`src/rtl/ysyx_23060236_ifu_pkg.sv`:
```
// Shared widths, reset vector, AXI response codes and state encoding for the NPC fetch unit.
package ysyx_23060236_ifu_pkg;

  localparam int unsigned ADDR_LEN = 32;
  localparam int unsigned DATA_LEN = 32;

  localparam logic [ADDR_LEN-1:0] RESET_PC = 32'h3000_0000;

  localparam logic [1:0] RESP_OKAY = 2'b00;

  typedef enum logic [1:0] {
    S_AR   = 2'd0,
    S_R    = 2'd1,
    S_HOLD = 2'd2
  } ifu_state_e;

endpackage

```
`src/rtl/ysyx_23060236_ifu.sv`:
```
// Instruction fetch unit: issues the PC over AXI4-Lite, pairs it with the BTB
// prediction and hands {inst, pc, pred} to decode; squashes wrong-path fetches.
module ysyx_23060236_ifu
  import ysyx_23060236_ifu_pkg::*;
(
  input  logic                clock,
  input  logic                reset,
  output logic [ADDR_LEN-1:0] btb_araddr,
  input  logic [ADDR_LEN-1:0] btb_rdata,
  output logic                ifu_arvalid,
  input  logic                ifu_arready,
  output logic [ADDR_LEN-1:0] ifu_araddr,
  input  logic                ifu_rvalid,
  output logic                ifu_rready,
  input  logic [DATA_LEN-1:0] ifu_rdata,
  input  logic [1:0]          ifu_rresp,
  output logic                inst_valid,
  input  logic                inst_ready,
  output logic [DATA_LEN-1:0] inst,
  output logic [ADDR_LEN-1:0] inst_pc,
  output logic [ADDR_LEN-1:0] inst_pred_pc,
  output logic                inst_fault,
  input  logic                redirect_valid,
  input  logic [ADDR_LEN-1:0] redirect_pc
);

  ifu_state_e          state;
  logic [ADDR_LEN-1:0] pc;
  logic [ADDR_LEN-1:0] pred_q;
  logic                drop;
  logic [ADDR_LEN-1:0] ar_q;

  // A redirect while AR is pending must not disturb the offered address, so
  // araddr is pinned to the pre-redirect PC until the handshake completes.
  assign ifu_araddr  = (state == S_AR && drop) ? ar_q : pc;
  assign btb_araddr  = pc;
  assign ifu_arvalid = (state == S_AR) && !reset;
  assign ifu_rready  = (state == S_R);
  assign inst_valid  = (state == S_HOLD);

  always_ff @(posedge clock) begin
    if (reset) begin
      state        <= S_AR;
      pc           <= RESET_PC;
      pred_q       <= '0;
      drop         <= 1'b0;
      ar_q         <= '0;
      inst         <= '0;
      inst_pc      <= '0;
      inst_pred_pc <= '0;
      inst_fault   <= 1'b0;
    end else begin
      unique case (state)
        S_AR: begin
          if (ifu_arready) begin
            pred_q <= btb_rdata;
            state  <= S_R;
          end
          if (redirect_valid) begin
            pc   <= redirect_pc;
            drop <= 1'b1;
            if (!ifu_arready && !drop) ar_q <= pc;
          end
        end
        S_R: begin
          if (ifu_rvalid) begin
            drop <= 1'b0;
            if (redirect_valid) begin
              pc    <= redirect_pc;
              state <= S_AR;
            end else if (drop) begin
              state <= S_AR;
            end else begin
              inst         <= ifu_rdata;
              inst_pc      <= pc;
              inst_pred_pc <= pred_q;
              inst_fault   <= (ifu_rresp != RESP_OKAY);
              pc           <= pred_q;
              state        <= S_HOLD;
            end
          end else if (redirect_valid) begin
            pc   <= redirect_pc;
            drop <= 1'b1;
          end
        end
        S_HOLD: begin
          if (redirect_valid) begin
            pc    <= redirect_pc;
            state <= S_AR;
          end else if (inst_ready) begin
            state <= S_AR;
          end
        end
        default: state <= S_AR;
      endcase
    end
  end

endmodule

```
`config.mk`:
```
export PLATFORM = sky130hd
export DESIGN_NAME = ysyx_23060236_ifu
export DESIGN_NICKNAME = d
export VERILOG_FILES = /design/src/rtl/ysyx_23060236_ifu_pkg.sv /design/src/rtl/ysyx_23060236_ifu.sv
export SDC_FILE = /design/constraint.sdc
export NUM_CORES = 1
export LEC_CHECK = 0
export BUFFER_PORTS_ARGS = -buffer_cell sky130_fd_sc_hd__buf_2
export CORE_ASPECT_RATIO = 0.9
export CORE_MARGIN = 2
export CORE_UTILIZATION = 40
export CTS_BUF_LIST = sky130_fd_sc_hd__clkbuf_4 sky130_fd_sc_hd__clkbuf_8 sky130_fd_sc_hd__clkbuf_16
export CTS_CLUSTER_SIZE = 14
export DETAILED_ROUTE_END_ITERATION = 7
export PLACE_DENSITY = 0.64
export SLEW_MARGIN = 10
export SYNTH_ARGS = -nofsm -noshare
export SYNTH_HDL_FRONTEND = slang
export SYNTH_SLANG_ARGS = --single-unit
```
`constraint.sdc`:
```
create_clock -name clock -period 1.76 [get_ports clock]
set_input_delay 0.264 -clock clock [delete_from_list [all_inputs] [get_ports clock]]
set_output_delay 0.264 -clock clock [all_outputs]
set_load 0.03 [all_outputs]
```
==> results of run 1 <==
-- per-layer routing --
metal	wire, um	vias to the layer above	global-route usage (%)
met5	0	-	0
met4	334	0	7.80
met3	1780	21	5.14
met2	12100	291	35.2
met1	12400	3731	34.0
li1	-	3762	-
-- synthesized netlist by cell type, types with 2 or more instances --
library cell / number
a211o_1: 2
o21ai_1: 4
nor2b_1: 2
a31oi_1: 29
buf_6: 6
mux2i_1: 62
mux2_2: 30
a211oi_1: 29
nor3_1: 4
nand3b_1: 32
mux2_1: 4
o21ai_0: 124
buf_2: 23
buf_4: 3
nand3_1: 96
inv_1: 6
nand2_1: 2
a21oi_1: 133
nor2_1: 34
dfxtp_1: 196
clkbuf_1: 72
-- kinds of logic (layout without fill, tap and decap cells) --
group | Yosys count | after routing | share of synthesized area, %
muxes | 96 | 96 | 12.2
AOI/OAI and AO/OA | 327 | 327 | 21.6
other | 0 | 3 | 0
DFF | 196 | 196 | 47.8
buffers and inverters | 110 | 343 | 6.07
and+or+nand+nor | 184 | 184 | 12.3
-- critical path: stages, from the launching register on --
cell	delay, ps
dfxtp_4	360
nor3_4	220
buf_6	140
buf_6	140
mux2_2	350
buf_4	170
-- worst paths after layout --
kind                                  from                  endpoint  slack (ps)  depth (start not counted)
setup / recovery     state[0]$_SDFFE_PP0P_            ifu_araddr[13]        -310                          5
hold / removal               btb_rdata[13]   pred_q[13]$_SDFFE_PP0P_          60                          3
setup reg to reg         drop$_SDFFE_PP0P_     ar_q[12]$_SDFFE_PP0P_          90                          5
hold reg to reg   inst_pc[10]$_SDFFE_PP0P_  inst_pc[10]$_SDFFE_PP0P_         470                          2
-- power by group --
group	leakage (uW)	switching, uW	internal [uW]
logic	0.00264	1110	732
registers	0.00160	199	4600
clock network	0.000302	1820	2350
total	0.00454	3130	7680
-- metrics by stage --
| stage | util [%] | setup TNS (ps) | hold WS [ps] | instances | instance area [um^2] |
|---|---|---|---|---|---|
| 6_report | 53.9 | -8860 | 59.2 | 1404 | 10800 |
| 5_1_grt | 53.9 | -11290 | 54.2 | 1404 | 10800 |
| 2_1_floorplan | - | 0 | 411 | 913 | 8200 |
| 4_1_cts | 52.8 | -9780 | 47.5 | 1399 | 10600 |
| 3_3_place_gp | 49.0 | 0 | 457 | 1365 | 9820 |
| 3_5_place_dp | 49.0 | 0 | 463 | 1365 | 9820 |
-- cell type report --
cell class | count | area (um^2) | share of cell area, %
flip-flops and latches | 196 | 3930 | 36.4
multi-input cells | 607 | 3910 | 36.2
repair buffers | 306 | 1990 | 18.4
clock buffers | 19 | 453 | 4.20
well taps | 255 | 319 | 2.96
clock inverters | 12 | 170 | 1.58
inverters | 6 | 22.5 | 0.209
diodes | 3 | 7.51 | 0.0695
-- flip-flops by register name (all words and copies together) (netlist names) --
name and flops:
ar_q 32, btb_araddr 32, inst 32, inst_pc 32, inst_pred_pc 32, pred_q 32, state 2, drop 1
inst_fault 1
-- repair_timing --
action,CTS,global route
pin swaps,1,0
cloned,1,1
endpoints found under the setup margin,34,34
buffers inserted,2,1
gates resized for setup,38,49
==> impl_metrics.ini, run 1 <==
[run_status]
status = finished, violations left
violations = setup timing

[place]
dp_hpwl_um = 16800
routabilityCongestion = 0.817
numPortBuffers = 267
place_ws_ps = 130

[sta]
worst_pin_slew_ps = 445
slew_violations = 0
finClkSkew_ps = 15.9
slew_headroom_pct = 70.3
period_needed_ps = 2070
hold_viol = 0
setup_violations = 32
fin_ws_ps = -313
period_share_pct = 118
timing.fmax_mhz = 482
rsz0062_at_grt = true

[clock_tree]
cts_tree = done
path_clk_slew_ps = 80
cts-buffers-inserted = 17
cts-root-buf = clkbuf_16
clk_latency_ps = 440
cts_max_path_buffers = 2
cts.sinks = 196
hold_buffers = 0
htree_levels = 4

[synth]
synth_cell_types = 41
seq_area_frac_synth_pct = 47.8
ys_ff_latch = 196
synth_edf_count = 0
yosysTopAreaCell = dfxtp_1
yosysWarnings = 0
avgSynthCellArea_um2 = 8.98
synthArstFlopShare_pct = 0
ys.flop_type = dfxtp_1
synthCells = 913
syn_nets = 1017
synth.top_cell.area_share_pct = 47.8
synth_area_leaders = dfxtp_1, a21oi_1, mux2i_1
syn_area_um2 = 8200

[final_layout]
drive_gt1_share_pct = 33.3
final_nets = 1238
fillers = 1843
layout_commonest_cell = buf_2
syn2layout_area_growth_pct = 31.6
mostFrequentLayoutCells = buf_2, dfxtp_1, a21oi_1, o21ai_0, nand3_1

[power]
power.density_nw_per_um2 = 1000
leakage_uw = 0.00454
finalPower_uw = 10800
ir_worst_vdd_uv = 584

[min_path]
worstHoldPathType = primary input to flip-flop

[die]
row_count = 49
pin_count = 268
initial_core_util_pct = 40.9
die_area_um2 = 21700
core-area_um2 = 20000
fp.dieH_um = 140
die_x_um = 155

[detailed_routing]
wirelength_um = 26500
viasPerCell = 5.56
num_vias = 7805
drc = 0
postRouteAntennaNets = 0
post_drt_wl_per_cell_um = 18.9
drtIter0Drc = 571
dr.pass1.iters = 7

[critical_path]
worstPathMaxFanout = 10
worstSetupEndpointType = output pin
path_class = flip-flop to output pin
cp.arrival_ps = 1810
required_ps = 1500
critPathLaunchType = flip-flop

[global_routing]
grtUsageTotal_pct = 23.7
grt_max_degree = 98
grt_pass1_vias = 7138
grt_overflow = 0
antenna_found_initial = 3
grt_pass1_wl_um = 40800

[job]
max-cap-violations = 0
(Power assumes the default switching activity.)
==> run 2: changes to the inputs <==
--- a/config.mk
+++ b/config.mk
@@ -9,7 +9,7 @@
 export CORE_ASPECT_RATIO = 0.9
 export CORE_MARGIN = 2
 export CORE_UTILIZATION = 40
-export CTS_BUF_LIST = sky130_fd_sc_hd__clkbuf_4 sky130_fd_sc_hd__clkbuf_8 sky130_fd_sc_hd__clkbuf_16
+export CTS_BUF_LIST = sky130_fd_sc_hd__clkbuf_8
 export CTS_CLUSTER_SIZE = 14
 export DETAILED_ROUTE_END_ITERATION = 7
 export PLACE_DENSITY = 0.64
==> run 2 against run 1 <==
  * The run still ends with setup timing left
  * First-iteration DRC count rose by 4.7%
  * Total power fell by 8.7%
  * Global-route usage hardly changed
  * Die area did not move
  * Sequential share of layout area increased by 0.53 points
  * Flip-flop and latch count is the same
  * Setup slack worse by 33 ps
  * Register-to-register slack improved by 30 ps
  * Clock skew up 0.53 ps
  * Cell count increased by 0.21%
  * Final area is 1.4% lower
  * Largest power group unchanged
  * Highest routed layer unchanged
==> impl_metrics.ini, run 2 (synthesis gave the netlist of run 1 again) <==
[run_status]
status = finished, violations left
violations = setup timing

[critical_path]
cp.arrival_ps = 1840
worstPathMaxFanout = 11
required_ps = 1500
critPathLaunchType = flip-flop
path_class = flip-flop to output pin
r2r_end = ar_q[15]$_SDFFE_PP0P_
r2r_cells = 5
worstSetupEndpointType = output pin
reg2reg_slack_ps = 120
timing.rr.start = drop$_SDFFE_PP0P_

[power]
leakage_uw = 0.00446
power.density_nw_per_um2 = 927
seqPwrFrac_pct = 48.6
ir_worst_vdd_uv = 480
clockPowerShare_pct = 32.6
power.switching_uw = 3020
internal-power_uw = 6860
p_comb_share_pct = 18.8
finalPower_uw = 9870
switching_share_pct = 30.6

[place]
numPortBuffers = 267
dp_hpwl_um = 16800
place_inst = 1365
routabilityCongestion = 0.817

[clock_tree]
cts-root-buf = clkbuf_8
cts.sinks = 196
cts_max_path_buffers = 2
cts-buffers-inserted = 17
htree_levels = 4
path_clk_slew_ps = 110
cts_tree = done
clk_latency_ps = 470

[min_path]
min_to = pred_q[17]$_SDFFE_PP0P_
hp-start = btb_rdata[17]
worstHoldPathType = primary input to flip-flop
hold_depth = 3

[sta]
slew_violations = 0
rsz0062_at_grt = true
hold_viol = 0
worst_pin_slew_ps = 448
fin_ws_ps = -346
finClkSkew_ps = 16.4
slew_headroom_pct = 70.1
timing.fmax_mhz = 475
tns_ps = -9930
period_share_pct = 120
period_needed_ps = 2110
setup_violations = 32

[detailed_routing]
postRouteAntennaNets = 0
wirelength_um = 26600
viasPerCell = 5.59
drtIter0Drc = 598
num_vias = 7862
dr.pass1.iters = 5
post_drt_wl_per_cell_um = 18.9
drc = 0

[global_routing]
antenna_found_initial = 2
grtUsageTotal_pct = 23.6
grt_max_degree = 98
grt_pass1_wl_um = 40800
grt_pass1_vias = 7142
grt_overflow = 0

[job]
max-cap-violations = 0

[final_layout]
instances_no_fill = 1407
syn2layout_area_growth_pct = 29.8
final_nets = 1242
drive_gt1_share_pct = 33.6
layout_commonest_cell = buf_2
mostFrequentLayoutCells = buf_2, dfxtp_1, a21oi_1, o21ai_0, nand3_1

[die]
die_area_um2 = 21700
row_count = 49
pin_count = 268
die_x_um = 155
fp.dieH_um = 140
initial_core_util_pct = 40.9
core-area_um2 = 20000
==> run 2: power by group through the flow <==
stage	sequential (uW)	combinational [uW]	clock [uW]
after floorplan	5010	937	0
after global placement	4900	1660	0
after detailed placement	4900	1670	0
after CTS	4800	1820	3290
after global routing	4820	1980	3450
final	4800	1860	3210
==> run 2: layer usage <==
layer | vias to the layer above | track usage, % | wire (um)
met1 | 3734 | 33.7 | 12300
li1 | 3768 | - | -
met2 | 323 | 35.5 | 11800
met3 | 37 | 5.33 | 1930
met5 | - | 0 | 0
met4 | 0 | 7.41 | 492
==> run 2: worst max-delay path: stages (launching register included) <==
cell     delay (ps)
dfxtp_4         370
nor3_4          210
buf_6           150
buf_12          150
mux2_2          360
buf_6           140
==> run 2: timing repair <==
action / 4_1_cts / 5_1_grt
setup endpoints to repair: 34 / 35
resized for setup: 74 / 16
hold buffers: 2 / 0
hold endpoints to repair: 2 / 0
setup buffers: 4 / 1
gates cloned: 1 / 1
pin swaps: 2 / 0
==> run 2: cell type report <==
class / count / area [um^2]
fillers: 1851 / 9400
flip-flops and latches: 196 / 3930
multi-input cells: 607 / 3890
repair buffers: 310 / 2050
well taps: 255 / 319
clock buffers: 19 / 262
clock inverters: 12 / 170
inverters: 6 / 22.5
diodes: 2 / 5.00
==> run 2: worst max path at each step <==
stage | from | depth (start not counted) | to | slack, ps
after floorplan | drop$_SDFFE_PP0P_ | 5 | ifu_araddr[4] | 40
after global placement | drop$_SDFFE_PP0P_ | 5 | ifu_araddr[13] | 150
after detailed placement | drop$_SDFFE_PP0P_ | 5 | ifu_araddr[31] | 130
after CTS | state[0]$_SDFFE_PP0P_ | 5 | ifu_araddr[18] | -350
after global routing | state[0]$_SDFFE_PP0P_ | 5 | ifu_araddr[25] | -420
final | state[0]$_SDFFE_PP0P_ | 5 | ifu_araddr[25] | -350
==> run 2: metrics by stage <==
| stage | setup WS (ps) | cell area [um^2] | hold WS, ps | util (%) |
|---|---|---|---|---|
| after floorplan | 38.2 | 8200 | 411 | - |
| after global placement | 149 | 9820 | 457 | 49.0 |
| after detailed placement | 130 | 9820 | 463 | 49.0 |
| after CTS | -353 | 10600 | 0.0613 | 52.6 |
| after global routing | -415 | 10600 | 0.693 | 53.1 |
| final | -346 | 10600 | 23.3 | 53.1 |
